<file path="src/rtl/unidade_controle_jogo_if.sv">
// Status/control bundle between the memory-game controller and its datapath (fluxo_dados).
// The controller takes the master view; the datapath (or a bench) takes the slave view.
interface unidade_controle_jogo_if;
    // datapath status towards the controller
    logic       iniciar;
    logic       fimM;
    logic       fimL;
    logic       endecoIgualLimite;
    logic       jogada_feita;
    logic       botoesIgualMemoria;
    logic       timeout;
    // controller commands towards the datapath
    logic       zeraE;
    logic       contaE;
    logic       zeraL;
    logic       contaL;
    logic       zeraM;
    logic       contaM;
    logic       zeraR;
    logic       registraR;
    logic       contaT;
    logic [1:0] seletor;
    logic       pronto;
    logic       acertou;
    logic       errou;
    logic       perdeu_tempo;
    logic [3:0] db_estado;

    modport master (
        input  iniciar, fimM, fimL, endecoIgualLimite, jogada_feita,
               botoesIgualMemoria, timeout,
        output zeraE, contaE, zeraL, contaL, zeraM, contaM, zeraR, registraR,
               contaT, seletor, pronto, acertou, errou, perdeu_tempo, db_estado
    );

    modport slave (
        output iniciar, fimM, fimL, endecoIgualLimite, jogada_feita,
               botoesIgualMemoria, timeout,
        input  zeraE, contaE, zeraL, contaL, zeraM, contaM, zeraR, registraR,
               contaT, seletor, pronto, acertou, errou, perdeu_tempo, db_estado
    );
endinterface

</file>
<file path="src/rtl/unidade_controle_jogo.sv">
// Moore controller for the memory game: shows items 0..limit, then collects and checks plays.
// Optional play timeout enabled by defining JOGO_TIMEOUT_EN.
module unidade_controle_jogo #(
    parameter bit MOSTRA_APAGA = 1'b1
) (
    input  logic                         clock,
    input  logic                         reset_n,
    unidade_controle_jogo_if.master      ctl
);

    typedef enum logic [3:0] {
        INICIAL        = 4'd0,
        PREPARA        = 4'd1,
        INICIO_RODADA  = 4'd2,
        MOSTRA         = 4'd3,
        APAGA          = 4'd4,
        PROX_MOSTRA    = 4'd5,
        INICIA_JOGADAS = 4'd6,
        ESPERA         = 4'd7,
        REGISTRA       = 4'd8,
        COMPARA        = 4'd9,
        PROX_JOGADA    = 4'd10,
        PROX_RODADA    = 4'd11,
        ACERTOU_ST     = 4'd12,
        ERROU_ST       = 4'd13,
        TIMEOUT_ST     = 4'd14
    } estado_t;

    estado_t estado_reg;
    estado_t estado_next;
    logic    timeout_evt;

`ifdef JOGO_TIMEOUT_EN
    assign timeout_evt = ctl.timeout;
`else
    // Without the timeout feature the input is deliberately left unconsumed.
    logic unused_timeout;
    assign unused_timeout = ctl.timeout;
    assign timeout_evt    = 1'b0;
`endif

    always_ff @(posedge clock or negedge reset_n) begin
        if (!reset_n) begin
            estado_reg <= INICIAL;
        end else begin
            estado_reg <= estado_next;
        end
    end

    always_comb begin
        estado_next = INICIAL;
        case (estado_reg)
            INICIAL:        estado_next = ctl.iniciar ? PREPARA : INICIAL;
            PREPARA:        estado_next = INICIO_RODADA;
            INICIO_RODADA:  estado_next = MOSTRA;
            MOSTRA: begin
                if (!ctl.fimM)        estado_next = MOSTRA;
                else if (MOSTRA_APAGA) estado_next = APAGA;
                else                  estado_next = PROX_MOSTRA;
            end
            APAGA:          estado_next = ctl.fimM ? PROX_MOSTRA : APAGA;
            PROX_MOSTRA:    estado_next = ctl.endecoIgualLimite ? INICIA_JOGADAS : MOSTRA;
            INICIA_JOGADAS: estado_next = ESPERA;
            ESPERA: begin
                // a play arriving together with the timeout still counts
                if (ctl.jogada_feita)  estado_next = REGISTRA;
                else if (timeout_evt)  estado_next = TIMEOUT_ST;
                else                   estado_next = ESPERA;
            end
            REGISTRA:       estado_next = COMPARA;
            COMPARA: begin
                if (!ctl.botoesIgualMemoria)     estado_next = ERROU_ST;
                else if (!ctl.endecoIgualLimite) estado_next = PROX_JOGADA;
                else if (ctl.fimL)               estado_next = ACERTOU_ST;
                else                             estado_next = PROX_RODADA;
            end
            PROX_JOGADA:    estado_next = ESPERA;
            PROX_RODADA:    estado_next = INICIO_RODADA;
            ACERTOU_ST:     estado_next = ctl.iniciar ? PREPARA : ACERTOU_ST;
            ERROU_ST:       estado_next = ctl.iniciar ? PREPARA : ERROU_ST;
            TIMEOUT_ST:     estado_next = ctl.iniciar ? PREPARA : TIMEOUT_ST;
            default:        estado_next = INICIAL;
        endcase
    end

    // Pure state decode; the unused code 15 falls through to all-zero.
    always_comb begin
        ctl.zeraE        = 1'b0;
        ctl.contaE       = 1'b0;
        ctl.zeraL        = 1'b0;
        ctl.contaL       = 1'b0;
        ctl.zeraM        = 1'b0;
        ctl.contaM       = 1'b0;
        ctl.zeraR        = 1'b0;
        ctl.registraR    = 1'b0;
        ctl.contaT       = 1'b0;
        ctl.seletor      = 2'd0;
        ctl.pronto       = 1'b0;
        ctl.acertou      = 1'b0;
        ctl.errou        = 1'b0;
        ctl.perdeu_tempo = 1'b0;
        case (estado_reg)
            PREPARA: begin
                ctl.zeraE = 1'b1;
                ctl.zeraL = 1'b1;
                ctl.zeraR = 1'b1;
                ctl.zeraM = 1'b1;
            end
            INICIO_RODADA: begin
                ctl.zeraE = 1'b1;
                ctl.zeraM = 1'b1;
            end
            MOSTRA: begin
                ctl.seletor = 2'd1;
                ctl.contaM  = 1'b1;
            end
            APAGA:          ctl.contaM = 1'b1;
            PROX_MOSTRA: begin
                // stepping past the limit is harmless: INICIA_JOGADAS clears the address
                ctl.zeraM  = 1'b1;
                ctl.contaE = 1'b1;
            end
            INICIA_JOGADAS: begin
                ctl.zeraE = 1'b1;
                ctl.zeraR = 1'b1;
            end
`ifdef JOGO_TIMEOUT_EN
            ESPERA:         ctl.contaT = 1'b1;
`endif
            REGISTRA:       ctl.registraR = 1'b1;
            COMPARA:        ctl.seletor   = 2'd2;
            PROX_JOGADA:    ctl.contaE    = 1'b1;
            PROX_RODADA:    ctl.contaL    = 1'b1;
            ACERTOU_ST: begin
                ctl.pronto  = 1'b1;
                ctl.acertou = 1'b1;
            end
            ERROU_ST: begin
                ctl.pronto = 1'b1;
                ctl.errou  = 1'b1;
            end
`ifdef JOGO_TIMEOUT_EN
            TIMEOUT_ST: begin
                ctl.pronto       = 1'b1;
                ctl.perdeu_tempo = 1'b1;
            end
`endif
            default: ;
        endcase
    end

    assign ctl.db_estado = estado_reg;

endmodule

</file>
<file path="src/flat_wrapper.sv">
// flat-port wrapper written by rule: the top's interface ports become plain ports
module unidade_controle_jogo_flat 
#(
    parameter bit MOSTRA_APAGA = 1'b1
)
  (clock, reset_n, ctl_iniciar, ctl_fimM, ctl_fimL, ctl_endecoIgualLimite, ctl_jogada_feita, ctl_botoesIgualMemoria, ctl_timeout, ctl_zeraE, ctl_contaE, ctl_zeraL, ctl_contaL, ctl_zeraM, ctl_contaM, ctl_zeraR, ctl_registraR, ctl_contaT, ctl_seletor, ctl_pronto, ctl_acertou, ctl_errou, ctl_perdeu_tempo, ctl_db_estado);
  unidade_controle_jogo_if ctl_i ();
  input  logic clock;
  input  logic reset_n;
  input wire logic [$bits(ctl_i.iniciar)-1:0] ctl_iniciar;
  input wire logic [$bits(ctl_i.fimM)-1:0] ctl_fimM;
  input wire logic [$bits(ctl_i.fimL)-1:0] ctl_fimL;
  input wire logic [$bits(ctl_i.endecoIgualLimite)-1:0] ctl_endecoIgualLimite;
  input wire logic [$bits(ctl_i.jogada_feita)-1:0] ctl_jogada_feita;
  input wire logic [$bits(ctl_i.botoesIgualMemoria)-1:0] ctl_botoesIgualMemoria;
  input wire logic [$bits(ctl_i.timeout)-1:0] ctl_timeout;
  output wire logic [$bits(ctl_i.zeraE)-1:0] ctl_zeraE;
  output wire logic [$bits(ctl_i.contaE)-1:0] ctl_contaE;
  output wire logic [$bits(ctl_i.zeraL)-1:0] ctl_zeraL;
  output wire logic [$bits(ctl_i.contaL)-1:0] ctl_contaL;
  output wire logic [$bits(ctl_i.zeraM)-1:0] ctl_zeraM;
  output wire logic [$bits(ctl_i.contaM)-1:0] ctl_contaM;
  output wire logic [$bits(ctl_i.zeraR)-1:0] ctl_zeraR;
  output wire logic [$bits(ctl_i.registraR)-1:0] ctl_registraR;
  output wire logic [$bits(ctl_i.contaT)-1:0] ctl_contaT;
  output wire logic [$bits(ctl_i.seletor)-1:0] ctl_seletor;
  output wire logic [$bits(ctl_i.pronto)-1:0] ctl_pronto;
  output wire logic [$bits(ctl_i.acertou)-1:0] ctl_acertou;
  output wire logic [$bits(ctl_i.errou)-1:0] ctl_errou;
  output wire logic [$bits(ctl_i.perdeu_tempo)-1:0] ctl_perdeu_tempo;
  output wire logic [$bits(ctl_i.db_estado)-1:0] ctl_db_estado;
  assign ctl_i.iniciar = ctl_iniciar;
  assign ctl_i.fimM = ctl_fimM;
  assign ctl_i.fimL = ctl_fimL;
  assign ctl_i.endecoIgualLimite = ctl_endecoIgualLimite;
  assign ctl_i.jogada_feita = ctl_jogada_feita;
  assign ctl_i.botoesIgualMemoria = ctl_botoesIgualMemoria;
  assign ctl_i.timeout = ctl_timeout;
  assign ctl_zeraE = ctl_i.zeraE;
  assign ctl_contaE = ctl_i.contaE;
  assign ctl_zeraL = ctl_i.zeraL;
  assign ctl_contaL = ctl_i.contaL;
  assign ctl_zeraM = ctl_i.zeraM;
  assign ctl_contaM = ctl_i.contaM;
  assign ctl_zeraR = ctl_i.zeraR;
  assign ctl_registraR = ctl_i.registraR;
  assign ctl_contaT = ctl_i.contaT;
  assign ctl_seletor = ctl_i.seletor;
  assign ctl_pronto = ctl_i.pronto;
  assign ctl_acertou = ctl_i.acertou;
  assign ctl_errou = ctl_i.errou;
  assign ctl_perdeu_tempo = ctl_i.perdeu_tempo;
  assign ctl_db_estado = ctl_i.db_estado;
  unidade_controle_jogo #(.MOSTRA_APAGA(MOSTRA_APAGA)) u_core (.clock(clock), .reset_n(reset_n), .ctl(ctl_i));
endmodule
</file>
<file path="config.mk">
export PLATFORM = sky130hd
export DESIGN_NAME = unidade_controle_jogo_flat
export DESIGN_NICKNAME = d
export VERILOG_FILES = /design/src/rtl/unidade_controle_jogo_if.sv /design/src/rtl/unidade_controle_jogo.sv /design/src/flat_wrapper.sv
export SDC_FILE = /design/constraint.sdc
export NUM_CORES = 1
export LEC_CHECK = 0
export ABC_AREA = 1
export CAP_MARGIN = 40
export CORE_AREA = 3 3 40 42
export CTS_BUF_LIST = sky130_fd_sc_hd__clkbuf_8 sky130_fd_sc_hd__clkbuf_16
export CTS_CLUSTER_DIAMETER = 30
export CTS_CLUSTER_SIZE = 12
export DETAILED_ROUTE_END_ITERATION = 8
export DIE_AREA = 0 0 43 45
export PLACE_DENSITY = 0.82
export SLEW_MARGIN = 20
export SYNTH_ARGS = -nofsm -noshare
export SYNTH_HDL_FRONTEND = slang
export SYNTH_SLANG_ARGS = --single-unit
</file>
<file path="constraint.sdc">
create_clock -name clock -period 1.4 [get_ports clock]
set_clock_uncertainty 0.05 [all_clocks]
set_input_delay 0.28 -clock clock [delete_from_list [all_inputs] [get_ports clock]]
set_output_delay 0.28 -clock clock [all_outputs]
set_load 0.01 [all_outputs]
</file>
---- After elaboration in Yosys (flattened, before gate mapping) ----
Cells that the tools add are included.
storage, ports and cells
  output and inout bits ................... 19
  register bits after elaboration ......... 4
operators by class
  reduce and logical (&&, ||, !) cells .... 9
  muxes and demuxes ....................... 24
  eq/ne operators ......................... 14
operator list
  operator                                                                count
  4-bit one-hot mux with 13 select lines                                  1
  4-bit equality test (second input constant)                             7
  4-bit two-way mux                                                       6
  4-bit by 3-bit equality test with 1-bit output (second input constant)  4
  1-bit two-way mux                                                       13
  2-bit OR reduction                                                      6
  3-bit two-way mux                                                       3
  4-bit by 2-bit equality test with 1-bit output (second input constant)  2
  3-bit OR reduction                                                      2
  4-bit by 1-bit equality test with 1-bit output (second input constant)  1
  4-bit logical NOT                                                       1
  2-bit one-hot mux with 2 select lines                                   1

---- Logic depth before layout (Yosys ltp) ----
Gate-level depths: netlist (run 1).
  depth in word-level cells ............... 4
  mapped depth ............................ 7

---- Worst setup path after synthesis (run 1) ----
OpenSTA, ideal clock, no wires.
  path type ............................... flip-flop to output port
  start point ............................. register u_core.estado_reg[1], in the netlist u_core.ctl.db_estado[1]
  end point ............................... output ctl_zeraE
  data arrival time ....................... 1.054 ns
  slack ................................... 0.016 ns
  cell stages (with the launch flop) ...... 6
  buffers on the path ..................... 0
  cell sequence ........................... dfrtp_1 > inv_1 > nand2_1 > nor2_1 > inv_1 > nand3_1
on the way
  longest elaborated chain between the ends .. 3
  elaborated cells between the ends (all ways) .. 5
  classes of those cells .................. eq/ne (3); mux (1); reduce/logical (1)
ends and longest elaborated chain
  what                                                                          line                          text
  start, declared                                                               unidade_controle_jogo.sv:29   estado_t estado_reg;
  start signal, assigned                                                        unidade_controle_jogo.sv:46   estado_reg <= estado_next;
  4-bit by 1-bit equality test with 1-bit output, or another cell as far along  unidade_controle_jogo.sv:102  case (estado_reg)
  3-bit OR reduction (no line) (*)                                              --
  1-bit two-way mux (*)                                                         unidade_controle_jogo.sv:102
  end, declared                                                                 flat_wrapper.sv:17            output wire logic [$bits(ctl_i.zeraE)-1:0] ctl_zeraE;
Every way passes the cells marked *; elsewhere a longest branch is shown, timed or not.

---- Final worst setup path (run 1) ----
  start point ............................. register u_core.estado_reg[1], in the netlist u_core.ctl.db_estado[1]
  end point ............................... output ctl_errou
on the way
  longest elaborated chain between the ends .. 2
ends and longest elaborated chain
  what                 line                          text
  4-bit equality test  unidade_controle_jogo.sv:102
  1-bit two-way mux    unidade_controle_jogo.sv:102
  end, declared        flat_wrapper.sv:29            output wire logic [$bits(ctl_i.errou)-1:0] ctl_errou;
No other way between the ends.

==> flow_summary.json, run 1 <==
{
  "initial_standard_cell_utilization_of_the_core_pct": 35.2,
  "share_of_post_route_cells_with_drive_strength_above_1_pct": 58.0,
  "cts_tree": "done",
  "detailed_place_hpwl_um": 1360,
  "multiplexer_share_of_the_synthesized_area_pct": 0,
  "crit_path_max_fanout": 3,
  "number_of_pins_with_negative_max_slew_slack_in_the_final_report": 0,
  "ir_drop_v": 0.00227,
  "finalHoldViolCount": 0,
  "setup_cp_type": "reg2out",
  "drtAntennaViolNets": 0,
  "number_of_different_library_cells_in_the_post_synthesis_netlist": 14,
  "pin_count": 28,
  "worst_setup_hold_path_clk_slew_ns": 0.04,
  "timing.critical_path.to": "ctl_errou",
  "cts_root_buf": "sky130_fd_sc_hd__clkbuf_8",
  "die_width_um": 43,
  "grt_antenna_before_repair": 0,
  "multi_input_comb_area_um2": 424,
  "portion_of_synthesized_cell_area_occupied_by_the_leading_cell_type_pct": 22.2,
  "detail_route.iter0.violations": 31,
  "final.min_clock_period_ns": 1.72,
  "synth_top_family_by_area": "simple AND/OR/NAND/NOR gates",
  "drt_first_pass_iters": 4,
  "placed_cells_incl_taps": 142,
  "share_of_synthesized_area_occupied_by_flip_flops_and_latches_pct": 22.2,
  "cts_hold_buf": 0,
  "synth_flop_cell": "sky130_fd_sc_hd__dfrtp_1",
  "post_synth_instance_area_um2": 452,
  "timing.rr.end": "u_core.ctl.db_estado[0]",
  "gr-usage-all-layers_pct": 26.2,
  "synth_warnings": 0,
  "leading_cell_types_by_count_after_synthesis": "25 x sky130_fd_sc_hd__nand2_1, 13 x sky130_fd_sc_hd__inv_1, 13 x sky130_fd_sc_hd__nand3_1, 11 x sky130_fd_sc_hd__nor2_1",
  "r2r_slack_ns": -0.13,
  "maximum_number_of_pins_on_one_net_before_global_route_repair": 7,
  "insertedDiodeCount": 0,
  "cts-htree-levels": 1,
  "grt_setup_unrepaired": "true",
  "core_rows": 13,
  "synth-edff-count": 0,
  "gp_congestion": 0.930,
  "floorplan.die_area_um2": 1940,
  "post_synth.cell_area_avg_um2": 5.38,
  "yosysMostFrequentCell": "sky130_fd_sc_hd__nand2_1",
  "cp.arrival_ns": 1.39,
  "regArea_um2": 101,
  "p_leak_uw": 0.000630,
  "clk-insertion-delay-late_ns": 0.23,
  "dpl_worst_slack_ns": -0.350,
  "vias": 917,
  "netlist_top_cells_area": "sky130_fd_sc_hd__dfrtp_1 22%, sky130_fd_sc_hd__nand2_1 21%, sky130_fd_sc_hd__nand3_1 14%, sky130_fd_sc_hd__inv_1 11%, sky130_fd_sc_hd__nor2_1 9.1%",
  "synth-adder-area-share_pct": 0,
  "hp-class": "in2async",
  "violations": "negative setup slack",
  "routed_wl_um": 3130,
  "power_uw": 2660,
  "synthToLayoutAreaGrowth_pct": 150,
  "share_of_the_cycle_needed_by_the_critical_path_after_routing_pct": 123,
  "ys_ff_latch": 4,
  "layoutNonFillerInstCount": 158,
  "remaining_drc_errors": 0,
  "global_route.overflow_total": 0,
  "reg2reg_from": "u_core.ctl.db_estado[1]",
  "cts_inserted_buffers": 3,
  "vias_in_the_first_global_route": 793,
  "maxCapViolCount": 0,
  "library_cell_with_the_largest_summed_area_after_synthesis": "sky130_fd_sc_hd__dfrtp_1",
  "startpoint_type": "flip-flop",
  "power.density_nw_per_um2": 2350,
  "layout.nets": 154,
  "critical_path_end_type": "primary output",
  "crit_required_ns": 1.07,
  "ys_async_sr_fraction_pct": 100,
  "fin_tns_setup_ns": -3.10,
  "status": "finished with violations",
  "synth_xor_area_share_pct": 0,
  "post-route-worst-setup-slack_ns": -0.321,
  "synth_simple_gate_area_share_pct": 54.3,
  "coreArea_um2": 1280,
  "ff2ff_path_depth": 8,
  "cts_max_path_buffers": 2,
  "grt_pass1_wl_um": 3810,
  "cts.sink_count": 4,
  "finalSetupViolCount": 18,
  "avgRoutedWirePerCell_um": 19.8,
  "crit_start": "u_core.ctl.db_estado[1]",
  "synth_compound_area_share_pct": 6.93,
  "via_per_inst": 5.80,
  "synthesis.instances": 84,
  "max_freq_mhz": 581,
  "nFillCells": 57,
  "place.port_buffers": 24,
  "dieHeight_um": 45,
  "max_reg_flops": 4
}
-- area by class of cell --
class,count,area share [%]
timing repair buffer,57,42.1
multi-input combinational,64,37.5
sequential,4,8.96
inverter,15,6.08
clock buffer,3,3.65
tap,15,1.66
-- worst max-delay path, stage by stage, from the launching register on --
cell and delay [ns]:
sky130_fd_sc_hd__dfrtp_1 0.42, sky130_fd_sc_hd__buf_6 0.15, sky130_fd_sc_hd__inv_6 0.06, sky130_fd_sc_hd__nand2_2 0.07
sky130_fd_sc_hd__buf_4 0.15, sky130_fd_sc_hd__nor2_1 0.14, sky130_fd_sc_hd__buf_2 0.16
-- where the power goes --
group / switching, uW / leakage, uW / internal [uW]
clock: 80.4 / 0.0000216 / 185
combinational: 1110 / 0.000559 / 1010
sequential: 97.1 / 0.0000493 / 173
total: 1290 / 0.000630 / 1370
-- stage by stage --
stage	utilization, %	cell area (um^2)	hold WS (ns)
finish	88.0	1130	0.230
global route	88.0	1130	0.240
global placement	66.1	850	0.439
CTS	76.6	985	0.233
detailed placement	66.1	850	0.443
floorplan	-	455	-0.0656
-- how the worst min path moves through the flow --
stage	end	slack, ns	cells after the start
after detailed placement	u_core.ctl.db_estado[3]	0.44	1
after CTS	u_core.ctl.db_estado[1]	0.23	1
after global routing	u_core.ctl.db_estado[1]	0.24	1
after global placement	u_core.ctl.db_estado[3]	0.44	1
after floorplan	u_core.ctl.db_estado[0]	-0.07	0
final	u_core.ctl.db_estado[1]	0.23	1
-- metal layers --
metal	track usage, %	routed length [um]	vias up
met4	9.04	157	0
met1	29.8	1170	430
met2	51.5	1580	87
met5	0	0	-
met3	1.59	220	22
li1	-	-	378
-- layout by cell type (no fill, tap or decap) --
| cell | instances |
|---|---|
| sky130_fd_sc_hd__inv_2 | 5 |
| sky130_fd_sc_hd__nand3_2 | 3 |
| sky130_fd_sc_hd__nand2_1 | 18 |
| sky130_fd_sc_hd__buf_2 | 8 |
| sky130_fd_sc_hd__nor3_2 | 2 |
| sky130_fd_sc_hd__a21oi_2 | 1 |
| sky130_fd_sc_hd__inv_1 | 8 |
| sky130_fd_sc_hd__nand3_4 | 2 |
| sky130_fd_sc_hd__o22ai_2 | 1 |
| sky130_fd_sc_hd__buf_6 | 10 |
| sky130_fd_sc_hd__conb_1 | 2 |
| sky130_fd_sc_hd__nor2_1 | 6 |
| sky130_fd_sc_hd__buf_4 | 27 |
| sky130_fd_sc_hd__clkdlybuf4s50_1 | 7 |
| sky130_fd_sc_hd__inv_6 | 1 |
| sky130_fd_sc_hd__nor2_2 | 1 |
| sky130_fd_sc_hd__o21ai_0 | 1 |
| sky130_fd_sc_hd__clkdlybuf4s15_2 | 2 |
| sky130_fd_sc_hd__clkdlybuf4s15_1 | 2 |
| sky130_fd_sc_hd__nand2_2 | 4 |
| sky130_fd_sc_hd__nand3_1 | 9 |
| sky130_fd_sc_hd__o21ai_1 | 1 |
| sky130_fd_sc_hd__dfrtp_1 | 3 |
| sky130_fd_sc_hd__inv_8 | 1 |
| sky130_fd_sc_hd__clkbuf_8 | 3 |
| sky130_fd_sc_hd__nor2_4 | 8 |
| sky130_fd_sc_hd__dfrtp_2 | 1 |
| sky130_fd_sc_hd__nand2_4 | 3 |
| sky130_fd_sc_hd__dlygate4sd2_1 | 1 |
| sky130_fd_sc_hd__a21oi_1 | 2 |
-- cells by family after synthesis --
logic type / after synthesis
buffers and inverters: 17
AO/OA/AOI/OAI: 6
flip-flops: 4
AND/OR/NAND/NOR: 56
other: 1
-- timing repair --
action	in CTS	in global routing
endpoints found under the setup margin	18	21
gates resized for setup	83	31
buffers inserted	7	6
pin swaps	5	11
Note: power is estimated with default switching activity, not from simulation.
==> run 2, diff against run 1 <==
PLACE_DENSITY = 0.75   (was 0.82)
==> run 2 against run 1 <==
Net effect: the run still ends with negative setup slack left; routed wire length is 1.1% lower; critical path depth fell by 1; count of clock-buffer cells in the layout is the same; sequential power shrank 14%; setup slack gained 0.056 ns; core utilization rose by 0.39 points; first-iteration DRC count rose by 120%; register-to-register slack got worse by 0.04 ns; flip-flop and latch count is the same; combinational power grew 2%; sequential share of layout area is essentially flat; clock power about the same; critical path type unchanged.
==> flow_summary.json, run 2 (synthesis results as in run 1) <==
{
  "status": "finished with violations",
  "violations": "negative setup slack",
  "vias": 887,
  "sum_of_met3_wire_segment_lengths_after_detailed_routing_um": 352,
  "share_of_the_cycle_needed_by_the_critical_path_after_routing_pct": 119,
  "reg2reg_from": "u_core.ctl.db_estado[2]",
  "cts_root_buf": "sky130_fd_sc_hd__clkbuf_8",
  "number_of_pins_with_negative_max_slew_slack_in_the_final_report": 0,
  "cts-htree-levels": 1,
  "avgRoutedWirePerCell_um": 19.5,
  "via_per_inst": 5.58,
  "pin_count": 28,
  "final.min_clock_period_ns": 1.66,
  "grt_setup_unrepaired": "true",
  "crit_start": "u_core.ctl.db_estado[0]",
  "remaining_drc_errors": 0,
  "synthToLayoutAreaGrowth_pct": 152,
  "drt_first_pass_iters": 4,
  "cp.arrival_ns": 1.33,
  "insertedDiodeCount": 0,
  "detailed_place_hpwl_um": 1320,
  "place.port_buffers": 24,
  "floorplan.die_area_um2": 1940,
  "hp-class": "in2async",
  "max_freq_mhz": 601,
  "core_rows": 13,
  "drtAntennaViolNets": 0,
  "cts.sink_count": 4,
  "grt_antenna_before_repair": 0,
  "layoutNonFillerInstCount": 159,
  "coreArea_um2": 1280,
  "share_of_post_route_cells_with_drive_strength_above_1_pct": 63.2,
  "initial_standard_cell_utilization_of_the_core_pct": 35.2,
  "setup_cp_type": "reg2out",
  "ff2ff_path_depth": 8,
  "crit_path_cell_trace": "buf_6 > nor2_4 > inv_2 > nor3_2 > buf_2",
  "p_leak_uw": 0.000635,
  "maximum_number_of_pins_on_one_net_before_global_route_repair": 7,
  "dieHeight_um": 45,
  "crit_buf_inv": 3,
  "clk-insertion-delay-late_ns": 0.23,
  "layout.cells.most_common": "sky130_fd_sc_hd__buf_4",
  "cts_tree": "done",
  "detail_route.iter0.violations": 69,
  "met1_length_um": 1130,
  "finalHoldWorstSlack_ns": 0.234,
  "placed_cells_incl_taps": 143,
  "ir_drop_v": 0.00188,
  "critical_path_top_delay_cell": "sky130_fd_sc_hd__dfrtp_2",
  "gp_congestion": 0.971,
  "crit_path_max_fanout": 4,
  "power.density_nw_per_um2": 2350,
  "critical_path_end_type": "primary output",
  "layout.cells.most_common_list": "27 x sky130_fd_sc_hd__buf_4, 15 x sky130_fd_sc_hd__nand2_1, 11 x sky130_fd_sc_hd__buf_6",
  "maxCapViolCount": 0,
  "cts_hold_buf": 0,
  "grt_pass1_wl_um": 3820,
  "topRoutingLayerUsed": "met4",
  "routed_wl_um": 3100,
  "r2r_slack_ns": -0.17,
  "finalSetupViolCount": 16,
  "global_route.overflow_total": 0,
  "finalHoldViolCount": 0,
  "worst_setup_hold_path_clk_slew_ns": 0.04,
  "cp_slowest_stage_delay_ns": 0.42,
  "layout.nets": 155,
  "startpoint_type": "flip-flop",
  "die_width_um": 43,
  "timing.rr.end": "u_core.ctl.db_estado[1]",
  "wl_met2_um": 1390,
  "cts_inserted_buffers": 3,
  "post-route-worst-setup-slack_ns": -0.264,
  "max_reg_flops": 4,
  "crit_required_ns": 1.07,
  "cts_max_path_buffers": 2,
  "vias_in_the_first_global_route": 839,
  "gr-usage-all-layers_pct": 26.7,
  "path_delay_family": "flip-flops"
}
[run 2: power by group]
| part | internal, uW | switching (uW) | leakage (uW) |
|---|---|---|---|
| clock network | 185 | 79.0 | 0.0000216 |
| registers | 173 | 57.9 | 0.0000493 |
| logic | 993 | 1180 | 0.000564 |
| total | 1350 | 1310 | 0.000635 |
[run 2: layer usage]
| layer | up-vias | GRT usage (%) |
|---|---|---|
| met5 | - | 0 |
| met4 | 0 | 16.9 |
| met3 | 26 | 6.77 |
| met2 | 92 | 47.6 |
| met1 | 391 | 28.2 |
| li1 | 378 | - |
[run 2: area by class of cell]
cell class / count / area [um^2]
fill: 68 / 149
sequential: 4 / 101
tap: 15 / 18.8
inverter: 15 / 63.8
clock buffer: 3 / 41.3
multi-input combinational: 64 / 435
timing repair buffer: 58 / 475
[run 2: worst max-delay path by stage]
stage                      to  slack [ns]  depth (start not counted)
2_1_floorplan       ctl_zeraE        0.02                          5
3_3_place_gp   ctl_seletor[1]       -0.36                          5
3_5_place_dp        ctl_zeraM       -0.34                          5
4_1_cts             ctl_zeraE       -0.15                          5
5_1_grt         ctl_registraR       -0.29                          5
6_report        ctl_registraR       -0.26                          5
[run 2: metrics by stage]
stage | area (um^2) | utilization, % | setup WS (ns) | total power, uW | TNS (ns)
floorplan | 455 | - | 0.0164 | 808 | 0
global placement | 857 | 66.7 | -0.363 | 1620 | -3.61
detailed placement | 857 | 66.7 | -0.341 | 1620 | -3.75
CTS | 998 | 77.7 | -0.153 | 2200 | -1.33
global route | 1140 | 88.4 | -0.288 | 2790 | -3.24
finish | 1140 | 88.4 | -0.264 | 2660 | -2.51
[run 2: timing repair]
| item | CTS | global route |
|---|---|---|
| gates resized for setup | 92 | 29 |
| setup endpoints to repair | 17 | 19 |
| setup buffers | 10 | 4 |
| pin swaps | 6 | 10 |
